## src/rtl/stream_skid_fifo.sv

```systemverilog
// Registered stream buffer: DEPTH-entry circular FIFO carrying {last, data}.
// Latency: 1 cycle minimum from push to o_valid, no same-cycle bypass.
// Backpressure: o_ready/o_valid are flops computed from the next count, so there is no combinational path from i_valid/i_ready.
//
// Ports:
//   i_clk, i_rst        clock; asynchronous active-high reset
//   i_flush             synchronous clear of all buffered words (push/pop in that cycle dropped)
//   i_data/i_last/i_valid/o_ready   upstream side
//   o_data/o_last/o_valid/i_ready   downstream side (head entry)
//   o_level             number of words held, 0..DEPTH
module stream_skid_fifo #(
    parameter int DATA_W = 8,
    parameter int DEPTH  = 2,
    parameter int LVL_W  = $clog2(DEPTH + 1)
) (
    input  logic              i_clk,
    input  logic              i_rst,
    input  logic              i_flush,
    input  logic [DATA_W-1:0] i_data,
    input  logic              i_last,
    input  logic              i_valid,
    output logic              o_ready,
    output logic [DATA_W-1:0] o_data,
    output logic              o_last,
    output logic              o_valid,
    input  logic              i_ready,
    output logic [LVL_W-1:0]  o_level
);

    localparam int PTR_W = $clog2(DEPTH);
    localparam logic [PTR_W-1:0] PTR_MAX = PTR_W'(DEPTH - 1);
    localparam logic [LVL_W-1:0] LVL_MAX = LVL_W'(DEPTH);

    // Entry layout: bit DATA_W is the packet-end flag, low bits are data.
    logic [DATA_W:0]    mem_q [DEPTH];
    logic [DATA_W:0]    mem_d [DEPTH];
    logic [PTR_W-1:0]   wr_ptr_q, wr_ptr_d;
    logic [PTR_W-1:0]   rd_ptr_q, rd_ptr_d;
    logic [LVL_W-1:0]   count_q, count_d;
    logic               rdy_q, rdy_d;
    logic               vld_q, vld_d;

    logic               push;
    logic               pop;

    always_comb begin
        mem_d    = mem_q;
        wr_ptr_d = wr_ptr_q;
        rd_ptr_d = rd_ptr_q;
        count_d  = count_q;
        rdy_d    = rdy_q;
        vld_d    = vld_q;

        push = i_valid && rdy_q;
        pop  = vld_q && i_ready;

        if (i_flush) begin
            // Flush wins over any handshake in the same cycle; the stored
            // words are left in place but become unreachable.
            wr_ptr_d = '0;
            rd_ptr_d = '0;
            count_d  = '0;
            rdy_d    = 1'b1;
            vld_d    = 1'b0;
        end else begin
            if (push) begin
                mem_d[wr_ptr_q] = {i_last, i_data};
                // Explicit wrap so non-power-of-two depths work.
                wr_ptr_d = (wr_ptr_q == PTR_MAX) ? '0 : wr_ptr_q + 1'b1;
            end
            if (pop) begin
                rd_ptr_d = (rd_ptr_q == PTR_MAX) ? '0 : rd_ptr_q + 1'b1;
            end
            count_d = count_q + LVL_W'(push) - LVL_W'(pop);
            // Handshakes are registered from the next count so both sides
            // see flop outputs only.
            rdy_d   = (count_d < LVL_MAX);
            vld_d   = (count_d != '0);
        end
    end

    always_ff @(posedge i_clk or posedge i_rst) begin
        if (i_rst) begin
            for (int i = 0; i < DEPTH; i++) begin
                mem_q[i] <= '0;
            end
            wr_ptr_q <= '0;
            rd_ptr_q <= '0;
            count_q  <= '0;
            rdy_q    <= 1'b0;
            vld_q    <= 1'b0;
        end else begin
            mem_q    <= mem_d;
            wr_ptr_q <= wr_ptr_d;
            rd_ptr_q <= rd_ptr_d;
            count_q  <= count_d;
            rdy_q    <= rdy_d;
            vld_q    <= vld_d;
        end
    end

    assign o_ready = rdy_q;
    assign o_valid = vld_q;
    assign o_level = count_q;
    assign o_data  = mem_q[rd_ptr_q][DATA_W-1:0];
    assign o_last  = mem_q[rd_ptr_q][DATA_W];

endmodule

```

## config.mk

```make
export PLATFORM = sky130hd
export DESIGN_NAME = stream_skid_fifo
export DESIGN_NICKNAME = d
export VERILOG_FILES = /design/src/rtl/stream_skid_fifo.sv
export SDC_FILE = /design/constraint.sdc
export NUM_CORES = 1
export LEC_CHECK = 0
export CELL_PAD_IN_SITES_DETAIL_PLACEMENT = 2
export CELL_PAD_IN_SITES_GLOBAL_PLACEMENT = 2
export CORE_AREA = 2 2 65 67
export DETAILED_ROUTE_END_ITERATION = 10
export DIE_AREA = 0 0 67 69
export GPL_TIMING_DRIVEN = 0
export PLACE_DENSITY_LB_ADDON = 0.12
export SYNTH_ARGS = -nofsm -noshare
export SYNTH_HDL_FRONTEND = slang
export SYNTH_SLANG_ARGS = --single-unit
export TNS_END_PERCENT = 1
```

## constraint.sdc

```tcl
create_clock -name i_clk -period 1.6 [get_ports i_clk]
set_input_delay 0.16 -clock i_clk [delete_from_list [all_inputs] [get_ports i_clk]]
set_output_delay 0.16 -clock i_clk [all_outputs]
set_load 0.02 [all_outputs]
```

# --- Word-level counts from Yosys, hierarchy flattened ---
# Index checks and enable logic that the tools add are counted.
word_totals:
  inputBits: 14
  reg_bits: 24
classes:
  n_bitwise: 3
  mux: 15
  reduce_logical: 7
  addsub: 4
  n_lt_le_gt_ge: 4
op_table:
  columns: ["operator", "count"]
  rows:
  - ["9-bit 2-to-1 mux", 4]
  - ["18-bit bitwise mux", 1]
  - ["9-bit demux with 1-bit select", 1]
  - ["1-bit 2-to-1 mux", 8]
  - ["2-bit nonzero test", 3]
  - ["2-bit greater-or-equal comparator (second input constant)", 2]
  - ["1-bit inverter with 2-bit output", 2]
  - ["1-bit logical AND", 3]
  - ["1-bit adder (second input constant)", 2]
  - ["2-bit by 1-bit adder with 2-bit output", 1]
  - ["2-bit by 1-bit < comparator with 1-bit output (second input constant)", 1]
  - ["2-bit < comparator (second input constant)", 1]
  - ["2-bit 2-to-1 mux", 1]
  - ["2-bit AND reduction", 1]
  - ["2-bit by 1-bit subtractor with 2-bit output", 1]
  - ["1-bit inverter", 1]

# --- Longest topological paths before layout ---
logic_depth:
  ltp_word: 6
  ltp_mapped: 6
  depth_no_buf: 6

# --- Worst setup path before layout ---
# No wires, ideal clock.
synth_timing:
  path_kind: "reg-to-reg"
  from: "reg rdy_q, in the netlist o_ready"
  to: "reg rdy_q, in the netlist o_ready"
  path_stages_with_launch: 7
  arrival_ns: 1.514
  setup_ns: 0.124
  path_slack_ns: -0.038
  path_cell_list: "dfrtp_1 -> nand2_1 -> ha_1 -> inv_1 -> ha_1 -> xnor3_1 -> or2_1"
synth_between:
  elab_chain_cells: 5
synth_lines:
  columns: ["element", "line_no", "source"]
  rows:
  - ["start, declared", "40", "logic rdy_q, rdy_d;"]
  - ["start signal, assigned", "97", "rdy_q <= rdy_d;"]
  - ["1-bit logical AND", "54", "push = i_valid && rdy_q;"]
  - ["2-bit by 1-bit adder with 2-bit output", "74", "count_d = count_q + LVL_W'(push) - LVL_W'(pop);"]
  - ["2-bit by 1-bit subtractor with 2-bit output", "74", null]
  - ["2-bit < comparator", "77", "rdy_d = (count_d < LVL_MAX);"]
  - ["1-bit 2-to-1 mux", "57", "if (i_flush) begin"]
  - ["named net rdy_d", "40", null]
# The timed path passes the listed nets, and every way through them passes these cells.
# A chain may end at the register's enable or synchronous reset.

# --- Final worst setup path ---
layout_timing:
  from: "reg vld_q, in the netlist o_valid"
  to: "reg rdy_q, in the netlist o_ready"
layout_between:
  elab_chain_cells: 4
layout_lines:
  columns: ["element", "line_no", "source"]
  rows:
  - ["start, declared", "41", "logic vld_q, vld_d;"]
  - ["start signal, assigned", "98", "vld_q <= vld_d;"]
  - ["1-bit logical AND", "55", "pop = vld_q && i_ready;"]
  - ["2-bit by 1-bit subtractor with 2-bit output", "74", null]
  - ["2-bit < comparator", "77", null]
  - ["1-bit 2-to-1 mux", "57", null]
  - ["named net rdy_d", "40", null]
# The timed path passes the listed nets, and every way through them passes these cells.

==> impl_metrics.yaml <==
status:
  status: "complete, no violations"
place:
  place_congestion: 0.645
  dp_cells: 149
  hpwl_mm: 1.63
  place.port_buffers: 26
  place_ws_ns: -0.387
flow_run:
  cap_violations: 0
timing:
  setup_viol: 0
  clock.fmax_mhz: 656
  layout_setup_ws_ns: 0.0758
  hold_viol: 0
  holdWs_ns: 0.393
  skew_ns: 0.00623
  final_max_slew_viol_count: 0
  rsz0062_at_grt: "no"
  period_needed_ns: 1.52
  fin_crit_sh_pct: 95.3
  max_slew_margin_pct: 38.1
  worst_pin_slew_ns: 0.928
critical_path:
  path_class: "flip-flop to flip-flop"
  path_max_fanout: 2
  critPathRequiredTime_ns: 1.76
  arrival_ns: 1.68
  endpoint_kind: "flip-flop"
  worstSetupStartpointType: "flip-flop"
route:
  wl_per_cell_microns: 15.1
  top_layer: "met4"
  route.met3.wl_microns: 81
  drtAntennaViolNets: 0
  vias_per_cell: 4.54
  drt_wl_total_mm: 2.38
  drc: 0
  wl_met2_mm: 1.19
  first_pass_iters: 3
  wl_met1_mm: 1.07
  vias: 712
  drt_iter0_markers: 6
yosys:
  syn_avg_cell_area_sq_um: 15.4
  yosys.area.top_type: "dfrtp_1"
  synth_seq_area_share_pct: 53.5
  syn-instance-count: 73
  synth_ff_type: "dfrtp_1"
  async_reset_ff_share_pct: 100
  synth_warnings: 0
  synth-edff-count: 0
  synth.distinct_cells: 19
  syn_area_sq_um: 1120
  synth_nets: 89
  synth_top_area_share_pct: 53.5
  synth_most_common_cell: "dfrtp_1"
  synth_common_cells: "24 x dfrtp_1, 9 x mux2_1, 9 x mux2_2, 9 x mux2_4"
  ys_seq_elements: 24
  post_synth_main_area_contributors: "dfrtp_1 53%, mux2_4 12%, mux2_1 9.0%"
clock_tree:
  clkTransAtPathRegs_ns: 0.09
  cts_made_buffers: 3
  cts_tree: "yes"
  max-clock-path-buffers: 2
  cts.sinks: 24
  root_buffer: "clkbuf_8"
  clkLatencyLatePin_ns: 0.27
  cts_hold_buffers: 0
  h-tree-depth: 1
power_and_ir_drop:
  p_leak_nw: 0.680
  p_per_area_nw_per_um2: 1770
  ir_drop_uv: 688
floorplanning:
  io_pins: 27
  start_util_pct: 28.7
  die-area_sq_um: 4620
  core_sq_um: 3910
  die_h_microns: 69
  rows: 23
  die_x_microns: 67
finish:
  fin_cells: 157
  n_antenna_cell: 0
  final_nets: 124
  fin_util_pct: 39.2
  area.growth.synth_to_final_pct: 36.4
  nFillCells: 422
  drive_gt1_share_pct: 43.0
global_route:
  antenna_found_initial: 0
  grt_pass1_wl_mm: 4.17
  grt_usage_pct: 12.0
  grt_max_degree: 25
  grt_overflow: 0
  grt_pass1_vias: 824
hold_path:
  hold_class: "input port to asynchronous set/reset pin"
[cells by family (layout without fill, tap and decap cells)]
family | count (synthesis) | after routing | share of synthesized area [%]
compound gates | 5 | 5 | 3.12
xor+xnor | 1 | 1 | 2.00
fa+ha+maj | 2 | 2 | 2.23
buf+inv | 5 | 39 | 2.45
flops | 24 | 24 | 53.5
mux | 27 | 27 | 30.1
simple gates | 9 | 9 | 6.68
[final cells by class]
cell class / instances / area (sq um) / share of cell area [%]
buffer: 2 / 22.5 / 1.47
clock buffer: 4 / 55.1 / 3.59
inverter: 3 / 11.3 / 0.735
multi-input combinational: 44 / 527 / 34.4
sequential: 24 / 603 / 39.3
tap: 50 / 62.6 / 4.08
timing repair buffer: 30 / 251 / 16.4
[flip-flops by register name (all words and copies together), names as in the netlist]
register  cells
mem_q        18
wr_ptr_q      1
o_ready       1
o_level       2
o_valid       1
rd_ptr_q      1
[layer usage]
| metal | vias up | global-route usage (%) |
|---|---|---|
| li1 | 326 | - |
| met1 | 367 | 16.7 |
| met2 | 15 | 18.4 |
| met3 | 4 | 1.96 |
| met4 | 0 | 4.76 |
| met5 | - | 0 |
[cells in the final DEF (no fill, tap or decap), drive strengths merged, types with 2 or more instances in the layout]
cell type	netlist	layout
dfrtp	24	24
nand3b	2	2
buf	2	15
a21bo	2	2
mux2	27	27
clkdlybuf4s50	0	16
a21oi	3	3
clkbuf	0	4
nor2	2	2
ha	2	2
inv	3	3
[path summary, 6_finish.rpt]
check                         start         end  slack, ns  depth (start not counted)
min in group i_clk          i_valid    wr_ptr_q       0.41                          3
max in group asynchronous     i_rst     o_valid       0.59                          2
setup reg to reg            o_valid     o_ready       0.08                          6
setup / recovery            o_valid     o_ready       0.08                          6
hold / removal                i_rst  o_level[1]       0.39                          2
hold reg to reg            mem_q[1]    mem_q[1]       0.49                          1
[critical path, cell delays in order, from the launching register on]
cell and delay [ns]:
dfrtp_2 0.41, and2_4 0.15, ha_4 0.23, inv_2 0.06, ha_4 0.12, xnor3_1 0.23, or2_1 0.22
[power breakdown]
part | switching, W | internal (W) | leakage [nW]
registers | 0.000158 | 0.000881 | 0.287
clock network | 0.000190 | 0.000220 | 0.0288
logic | 0.000567 | 0.000702 | 0.364
total | 0.000915 | 0.00180 | 0.680
[through the flow]
stage               instance area [sq um]  setup TNS [ns]  power [W]
floorplan                            1130               0    0.00181
global placement                     1450           -2.11    0.00228
detailed placement                   1450           -2.50    0.00231
CTS                                  1490         -0.0314    0.00268
global route                         1530               0    0.00292
finish                               1530               0    0.00272
[what timing repair did]
action / 4_1_cts / 5_1_grt
gates resized for setup: 41 / 7
gates cloned: 1 / 0
endpoints found under the setup margin: 10 / 3
setup buffers: 2 / 1
pin swaps: 1 / 2
No activity file was read; power rests on OpenSTA's default activity.
